File: src/rtl/pipe_ctrl_if.sv
// Handshake bundle between the pipeline datapath and pipe_ctrl.
// slave = controller side, master = datapath side.
interface pipe_ctrl_if;
   logic       stall_data;
   logic       mdu_use_D;
   logic       mdu_start;
   logic       mdu_is_div;
   logic       mem_req;
   logic       mem_ack;
   logic       exc_req;
   logic       eret_D;
   logic       pc_we;
   logic       if_id_we;
   logic       if_id_nop;
   logic       id_ex_we;
   logic       id_ex_nop;
   logic       ex_mem_we;
   logic       mem_wb_we;
   logic       flush;
   logic       mdu_busy;
   logic [1:0] state;

   modport slave (
      input  stall_data, mdu_use_D, mdu_start, mdu_is_div,
             mem_req, mem_ack, exc_req, eret_D,
      output pc_we, if_id_we, if_id_nop, id_ex_we, id_ex_nop,
             ex_mem_we, mem_wb_we, flush, mdu_busy, state
   );

   modport master (
      output stall_data, mdu_use_D, mdu_start, mdu_is_div,
             mem_req, mem_ack, exc_req, eret_D,
      input  pc_we, if_id_we, if_id_nop, id_ex_we, id_ex_nop,
             ex_mem_we, mem_wb_we, flush, mdu_busy, state
   );
endinterface

File: src/rtl/pipe_ctrl.sv
// Five-stage pipeline controller: exception flush, bus-wait freeze, hazard/MDU stall, eret kill.
// Define PIPE_CTRL_BUS_WAIT_EN to enable the MEM-stage bus-wait freeze (BUS_WAIT state).
module pipe_ctrl (
   input  logic        clk,
   input  logic        reset,
   pipe_ctrl_if.slave  bus
);

   typedef enum logic [1:0] {
      RUN      = 2'd0,
      BUS_WAIT = 2'd2,
      EXC      = 2'd3
   } state_e;

   state_e     state_q, state_d;
   logic [3:0] cnt_q, cnt_d;

   logic mdu_busy;
   logic stall;
   logic bus_wait;
   logic pc_we, if_id_we, if_id_nop, id_ex_we, id_ex_nop, ex_mem_we, mem_wb_we, flush;

   assign mdu_busy = (cnt_q != 4'd0);
   assign stall    = bus.stall_data | (bus.mdu_use_D & (mdu_busy | bus.mdu_start));

`ifdef PIPE_CTRL_BUS_WAIT_EN
   assign bus_wait = ((state_q == RUN) & bus.mem_req & ~bus.mem_ack) |
                     ((state_q == BUS_WAIT) & ~bus.mem_ack);
`else
   logic unused_bus;
   assign unused_bus = bus.mem_req ^ bus.mem_ack;
   assign bus_wait   = 1'b0;
`endif

   always_comb begin
      pc_we     = 1'b1;
      if_id_we  = 1'b1;
      if_id_nop = 1'b0;
      id_ex_we  = 1'b1;
      id_ex_nop = 1'b0;
      ex_mem_we = 1'b1;
      mem_wb_we = 1'b1;
      flush     = 1'b0;
      if (reset) begin
         pc_we     = 1'b0;
         if_id_we  = 1'b0;
         id_ex_we  = 1'b0;
         ex_mem_we = 1'b0;
         mem_wb_we = 1'b0;
      end else if (bus.exc_req) begin
         flush = 1'b1;
      end else if (state_q == EXC) begin
         // Post-exception cycle: plain advance, stall and eret deliberately ignored.
         flush = 1'b0;
      end else if (bus_wait) begin
         pc_we     = 1'b0;
         if_id_we  = 1'b0;
         id_ex_we  = 1'b0;
         ex_mem_we = 1'b0;
         mem_wb_we = 1'b0;
      end else if ((state_q == RUN) && stall) begin
         pc_we     = 1'b0;
         if_id_we  = 1'b0;
         id_ex_nop = 1'b1;
      end else if (bus.eret_D) begin
         if_id_nop = 1'b1;
      end
   end

   always_comb begin
      state_d = RUN;
      if (bus.exc_req) begin
         state_d = EXC;
      end else if (bus_wait) begin
         state_d = BUS_WAIT;
      end
   end

   // The MDU only starts when its instruction actually leaves EX; otherwise it keeps counting down.
   always_comb begin
      cnt_d = cnt_q;
      if (bus.mdu_start && ex_mem_we && !flush) begin
         cnt_d = bus.mdu_is_div ? 4'd10 : 4'd5;
      end else if (cnt_q != 4'd0) begin
         cnt_d = cnt_q - 4'd1;
      end
   end

   always_ff @(posedge clk) begin
      if (reset) begin
         state_q <= RUN;
         cnt_q   <= 4'd0;
      end else begin
         state_q <= state_d;
         cnt_q   <= cnt_d;
      end
   end

   assign bus.pc_we     = pc_we;
   assign bus.if_id_we  = if_id_we;
   assign bus.if_id_nop = if_id_nop;
   assign bus.id_ex_we  = id_ex_we;
   assign bus.id_ex_nop = id_ex_nop;
   assign bus.ex_mem_we = ex_mem_we;
   assign bus.mem_wb_we = mem_wb_we;
   assign bus.flush     = flush;
   assign bus.mdu_busy  = mdu_busy;
   assign bus.state     = state_q;

endmodule

File: src/flat_wrapper.sv
// flat-port wrapper written by rule: the top's interface ports become plain ports
module pipe_ctrl_flat 
  (clk, reset, bus_stall_data, bus_mdu_use_D, bus_mdu_start, bus_mdu_is_div, bus_mem_req, bus_mem_ack, bus_exc_req, bus_eret_D, bus_pc_we, bus_if_id_we, bus_if_id_nop, bus_id_ex_we, bus_id_ex_nop, bus_ex_mem_we, bus_mem_wb_we, bus_flush, bus_mdu_busy, bus_state);
  pipe_ctrl_if bus_i ();
  input  logic clk;
  input  logic reset;
  input wire logic [$bits(bus_i.stall_data)-1:0] bus_stall_data;
  input wire logic [$bits(bus_i.mdu_use_D)-1:0] bus_mdu_use_D;
  input wire logic [$bits(bus_i.mdu_start)-1:0] bus_mdu_start;
  input wire logic [$bits(bus_i.mdu_is_div)-1:0] bus_mdu_is_div;
  input wire logic [$bits(bus_i.mem_req)-1:0] bus_mem_req;
  input wire logic [$bits(bus_i.mem_ack)-1:0] bus_mem_ack;
  input wire logic [$bits(bus_i.exc_req)-1:0] bus_exc_req;
  input wire logic [$bits(bus_i.eret_D)-1:0] bus_eret_D;
  output wire logic [$bits(bus_i.pc_we)-1:0] bus_pc_we;
  output wire logic [$bits(bus_i.if_id_we)-1:0] bus_if_id_we;
  output wire logic [$bits(bus_i.if_id_nop)-1:0] bus_if_id_nop;
  output wire logic [$bits(bus_i.id_ex_we)-1:0] bus_id_ex_we;
  output wire logic [$bits(bus_i.id_ex_nop)-1:0] bus_id_ex_nop;
  output wire logic [$bits(bus_i.ex_mem_we)-1:0] bus_ex_mem_we;
  output wire logic [$bits(bus_i.mem_wb_we)-1:0] bus_mem_wb_we;
  output wire logic [$bits(bus_i.flush)-1:0] bus_flush;
  output wire logic [$bits(bus_i.mdu_busy)-1:0] bus_mdu_busy;
  output wire logic [$bits(bus_i.state)-1:0] bus_state;
  assign bus_i.stall_data = bus_stall_data;
  assign bus_i.mdu_use_D = bus_mdu_use_D;
  assign bus_i.mdu_start = bus_mdu_start;
  assign bus_i.mdu_is_div = bus_mdu_is_div;
  assign bus_i.mem_req = bus_mem_req;
  assign bus_i.mem_ack = bus_mem_ack;
  assign bus_i.exc_req = bus_exc_req;
  assign bus_i.eret_D = bus_eret_D;
  assign bus_pc_we = bus_i.pc_we;
  assign bus_if_id_we = bus_i.if_id_we;
  assign bus_if_id_nop = bus_i.if_id_nop;
  assign bus_id_ex_we = bus_i.id_ex_we;
  assign bus_id_ex_nop = bus_i.id_ex_nop;
  assign bus_ex_mem_we = bus_i.ex_mem_we;
  assign bus_mem_wb_we = bus_i.mem_wb_we;
  assign bus_flush = bus_i.flush;
  assign bus_mdu_busy = bus_i.mdu_busy;
  assign bus_state = bus_i.state;
  pipe_ctrl u_core (.clk(clk), .reset(reset), .bus(bus_i));
endmodule
File: config.mk
export PLATFORM = sky130hd
export DESIGN_NAME = pipe_ctrl_flat
export DESIGN_NICKNAME = d
export VERILOG_FILES = /design/src/rtl/pipe_ctrl_if.sv /design/src/rtl/pipe_ctrl.sv /design/src/flat_wrapper.sv
export SDC_FILE = /design/constraint.sdc
export NUM_CORES = 1
export LEC_CHECK = 0
export BUFFER_PORTS_ARGS = -buffer_cell sky130_fd_sc_hd__buf_2
export CELL_PAD_IN_SITES_DETAIL_PLACEMENT = 0
export CELL_PAD_IN_SITES_GLOBAL_PLACEMENT = 1
export CORE_ASPECT_RATIO = 1.1
export CORE_MARGIN = 4
export CORE_UTILIZATION = 24
export DETAILED_ROUTE_END_ITERATION = 10
export GPL_TIMING_DRIVEN = 0
export PLACE_DENSITY = 0.68
export SYNTH_ARGS = -nofsm -noshare
export SYNTH_HDL_FRONTEND = slang
export SYNTH_SLANG_ARGS = --single-unit
File: constraint.sdc
create_clock -name clk -period 1.65 [get_ports clk]
set_input_delay 0.2475 -clock clk [delete_from_list [all_inputs] [get_ports clk]]
set_output_delay 0.2475 -clock clk [all_outputs]
set_load 0.02 [all_outputs]
### Word-level counts from Yosys, hierarchy flattened

Cells that the tools add are included.
Widths: inputs -> output; s select.

| word-level totals | value |
|---|---|
| flip-flop bits (word level) | 6 |
| latch bits | 0 |
| bits in writable memories | 0 |
| ROM bits | 0 |
| input bits | 10 |
| output and inout port bits | 11 |
| memories kept | 0 |

| cells by class | value |
|---|---|
| $add $sub $neg | 1 |
| $mul | 0 |
| divide/modulo/power cells | 0 |
| $lt $le $gt $ge | 0 |
| eq/ne operators | 1 |
| shift operators | 0 |
| muxes and demuxes | 20 |
| bitwise operators | 3 |
| reduce and logical (&&, ||, !) cells | 7 |

Operator list:

| cell | number |
|---|---|
| $mux 1 | 16 |
| $mux 4 | 3 |
| $reduce_bool 4->1 | 1 |
| $sub 4x1->4 const B | 1 |
| $logic_and 1x1->1 | 3 |
| $eq 2x2->1 const B | 1 |
| $logic_not 2->1 | 1 |
| $mux 2 | 1 |
| $or 1x1->1 | 2 |
| $reduce_bool 2->1 | 1 |
| $and 1x1->1 | 1 |
| $logic_not 1->1 | 1 |

### Depth between registers and ports, before layout

| logic depth | value |
|---|---|
| word-level depth | 9 |
| mapped depth | 8 |
| gate-level depth less buffers | 6 |

### Least setup slack after synthesis

Ideal clock, no wire load.

| timing | value |
|---|---|
| kind | register to output |
| from | register u_core.cnt_q[0] |
| to | output bus_pc_we |
| arrival time | 1.643 ns |
| data required time | 1.402 ns |
| path slack | -0.241 ns |
| cell stages (with the launch flop) | 9 |
| cell sequence | dfxtp_1 -> inv_1 -> ha_1 -> or3b_1 -> buf_6 -> o21a_1 -> nor2_2 -> o31a_2 -> buf_4 |

| between the ends | value |
|---|---|
| word-level cells in the longest chain between the ends | 9 |

Ends and longest elaborated chain:

| element | RTL line | source |
|---|---|---|
| start, declared | pipe_ctrl.sv:16 | `logic [3:0] cnt_q, cnt_d;` |
| start signal, assigned | pipe_ctrl.sv:95 | `cnt_q <= cnt_d;` |
| $reduce_bool 4->1 | pipe_ctrl.sv:23 | `assign mdu_busy = (cnt_q != 4'd0);` |
| named net bus_mdu_busy | flat_wrapper.sv:23 | `output wire logic [$bits(bus_i.mdu_busy)-1:0] bus_mdu_busy;` |
| $or 1x1->1 | pipe_ctrl.sv:24 | `assign stall = bus.stall_data \| (bus.mdu_use_D & (mdu_busy \| bus.mdu_start));` |
| $and 1x1->1 | pipe_ctrl.sv:24 |  |
| $or 1x1->1 | pipe_ctrl.sv:24 |  |
| $logic_and 1x1->1 | pipe_ctrl.sv:61 | `end else if ((state_q == RUN) && stall) begin` |
| $mux 1 (4 in series) | n/a |  |
| end, declared | flat_wrapper.sv:15 | `output wire logic [$bits(bus_i.pc_we)-1:0] bus_pc_we;` |

The timed path passes the listed nets, and every way through them passes these cells.

### Final worst setup path

| timing | value |
|---|---|
| from | register u_core.cnt_q[1] |
| to | output bus_pc_we |

| between the ends | value |
|---|---|
| word-level cells in the longest chain between the ends | 9 |

Ends and longest elaborated chain:

| element | RTL line | source |
|---|---|---|
| $reduce_bool 4->1 | pipe_ctrl.sv:23 |  |
| $or 1x1->1 | pipe_ctrl.sv:24 |  |
| $and 1x1->1 | pipe_ctrl.sv:24 |  |
| $or 1x1->1 | pipe_ctrl.sv:24 |  |
| $logic_and 1x1->1 | pipe_ctrl.sv:61 |  |
| $mux 1 | pipe_ctrl.sv:61 |  |
| $mux 1 | pipe_ctrl.sv:52 | `end else if (state_q == EXC) begin` |
| $mux 1 | pipe_ctrl.sv:50 | `end else if (bus.exc_req) begin` |
| $mux 1 | pipe_ctrl.sv:44 | `if (reset) begin` |

No other way between the ends.

==> reports/qor.yml <==
antenna_found_initial: 0
core_mm2: 0.00137
critPathLaunchType: "flip-flop"
postLayoutSetupSlackWorst_ns: -0.413
tightest_slew_ns: 0.238
slew_headroom_pct: 84.0
vias_per_cell: 4.31
ios: 21
die_y_um: 47.6
grt_max_degree: 10
hold_class: "input port to flip-flop"
drv_slew: 0
wl_per_cell_um: 11.0
htreeDepth: 1
cts_tree: "yes"
placementRows: 14
final_cell_mix: "buf_2 (15), buf_4 (12), nor2_1 (4), buf_6 (4)"
setup_viol: 5
synth-simple-area-share_pct: 25.5
cts_buffer_depth: 2
power_mw: 1.03
yosysWarnings: 0
cts_buffers: 3
ant_nets: 0
die_w_um: 44.0
layout.nets: 84
arrival_ns: 1.82
hpwl_um: 622
synthTopCellsByArea: "dfxtp_1 (29%), buf_4 (8.8%), ha_1 (7.3%), nor2b_1 (5.5%), xnor2_1 (5.1%)"
drt_first_pass_iters: 2
cp_slowest_cell: "or3b_4"
power_density_mw_per_mm2: 1750
drtIter0Drc: 1
syn2layout_area_growth_pct: 71.5
syn_area_um2: 343
fill_cells: 147
critical_path_class: "flip-flop to output pin"
synth_adder_area_share_pct: 7.30
drv_cap: 0
end_kind: "output pin"
cts.sinks: 5
synth_top_family_by_area: "simple AND/OR/NAND/NOR gates"
first_global_vias: 351
synth_cell_types: 23
synth_top_area_share_pct: 29.2
cts.clk_slew.worst_paths_ns: 0.04
synthMuxAreaShare_pct: 0
ir_drop_mv: 0.678
insertion_delay_ns: 0.24
max_stage_delay_ns: 0.37
holdBufCountCts: 0
skew_ns: 0.00483
synth-compound-area-share_pct: 13.5
synth_xor_xnor_area_share_pct: 7.66
die_area_mm2: 0.00210
violations: "negative setup slack"
critical_path.cell_chain: "inv_2 -> ha_4 -> or3b_4 -> o21a_1 -> nor2_4 -> o31a_4 -> buf_6 -> buf_6"
wl_um: 961
hold_viol_final: 0
synth.net_count: 54
grt-ovfl-total: 0
max_freq_ghz: 0.485
drive_gt1_share_pct: 62.0
synth_seq_cells: 5
synth_cells: 42
final_cells: 87
antennaDiodeCount: 0
grt_first_pass_wirelength_mm: 1.42
status: "finished with violations"
min_period_ns: 2.06
gp_congestion: 0.609
path_common_cell: "buf_6"
placedCellCount: 75
portBuffers: 17
vias: 375
final_common_cell: "buf_2"
min_period_over_period_pct: 125
power_leakage_nw: 0.289
crit_required_ns: 1.40
postSynthAreaPerCell_um2: 8.16
grtUsageTotal_pct: 9.56
path_max_fanout: 3
rsz0062_at_grt: "true"
yosys.area.top_type: "dfxtp_1"
root_buffer: "clkbuf_4"
start_util_pct: 25.1
drc: 0
ys_seq_area_share_pct: 29.2
==> state kept, by name, summed over array words and instances, names as in the netlist <==
register	cells
u_core.bus.state	1
u_core.cnt_q	4
==> repair_timing <==
item | 4_1_cts | 5_1_grt
setup buffers | 6 | 3
setup endpoints to repair | 5 | 5
pin swaps | 3 | 5
gates resized for setup | 9 | 5
==> layout make-up <==
class | count | area, um2 | area share, %
Buffer | 5 | 38.8 | 6.60
Clock buffer | 4 | 26.3 | 4.47
Inverter | 3 | 11.3 | 1.91
Multi-Input combinational cell | 28 | 218 | 37.0
Sequential cell | 5 | 103 | 17.4
Tap cell | 16 | 20.0 | 3.40
Timing Repair Buffer | 26 | 171 | 29.1
==> routing by layer <==
layer  global-route usage [%]  vias to the layer above  wire, um  share of wire [%]
li1                         -                      196         -                  -
met1                     11.3                      166       403                 42
met2                     16.0                       11       493                 51
met3                     2.26                        2        53                5.5
met4                     5.42                        0        12                1.2
met5                        0                        -         0                  0
==> cell families (layout without fill, tap and decap cells) <==
kind of cell	count (synthesis)	count (layout)
AOI/OAI and AO/OA	7	7
xor gates and xnor gates	3	3
adders and majority gates	2	2
buffers and inverters	9	38
DFF	5	5
and+or+nand+nor	16	16
==> path summary, 6_finish.rpt <==
| path | from | end | slack [ns] | cells past startpoint |
|---|---|---|---|---|
| min | reset | u_core.cnt_q[1] | 0.28 | 2 |
| max | u_core.cnt_q[1] | bus_pc_we | -0.41 | 8 |
| max reg2reg | u_core.cnt_q[1] | u_core.cnt_q[0] | 0.16 | 7 |
| min reg2reg | u_core.cnt_q[3] | u_core.cnt_q[3] | 0.58 | 2 |
==> cell usage after synthesis, drive strengths merged <==
| master | count |
|---|---|
| buf | 6 |
| dfxtp | 5 |
| nor2 | 5 |
| inv | 3 |
| nor2b | 3 |
| a21oi | 2 |
| ha | 2 |
| nand3 | 2 |
| nor3 | 2 |
| or3b | 2 |
| xnor2 | 2 |
| a31oi | 1 |
| and3 | 1 |
| nand2 | 1 |
| o211ai | 1 |
| o21a | 1 |
| o21ai | 1 |
| o31a | 1 |
| xor2 | 1 |
==> power by group <==
| group | leakage [nW] | internal [mW] | switching (mW) |
|---|---|---|---|
| Sequential | 0.0421 | 0.176 | 0.0366 |
| Clock | 0.0150 | 0.0911 | 0.0456 |
| Combinational | 0.232 | 0.380 | 0.298 |
| Total | 0.289 | 0.647 | 0.380 |
==> critical path: cells and delay by family, from the launching register on <==
family / cells / cell delay [ns]
adders and majority gates: 1 / 0.13
and+or+nand+nor: 2 / 0.51
AOI/OAI and AO/OA: 2 / 0.37
buffers and inverters: 3 / 0.26
DFF: 1 / 0.32
==> per-stage QoR <==
stage	utilization [%]	setup TNS [ns]	setup slack [ns]	instance area, um2	hold slack [ns]
floorplan	-	-0.437	-0.204	355	0.376
global placement	33.7	-0.955	-0.312	460	0.520
detailed placement	33.7	-1.00	-0.325	460	0.528
CTS	40.5	-1.80	-0.449	553	0.279
global route	43.0	-1.79	-0.463	588	0.300
finish	43.0	-1.57	-0.413	588	0.280
No activity file was read; power rests on OpenSTA's default activity.
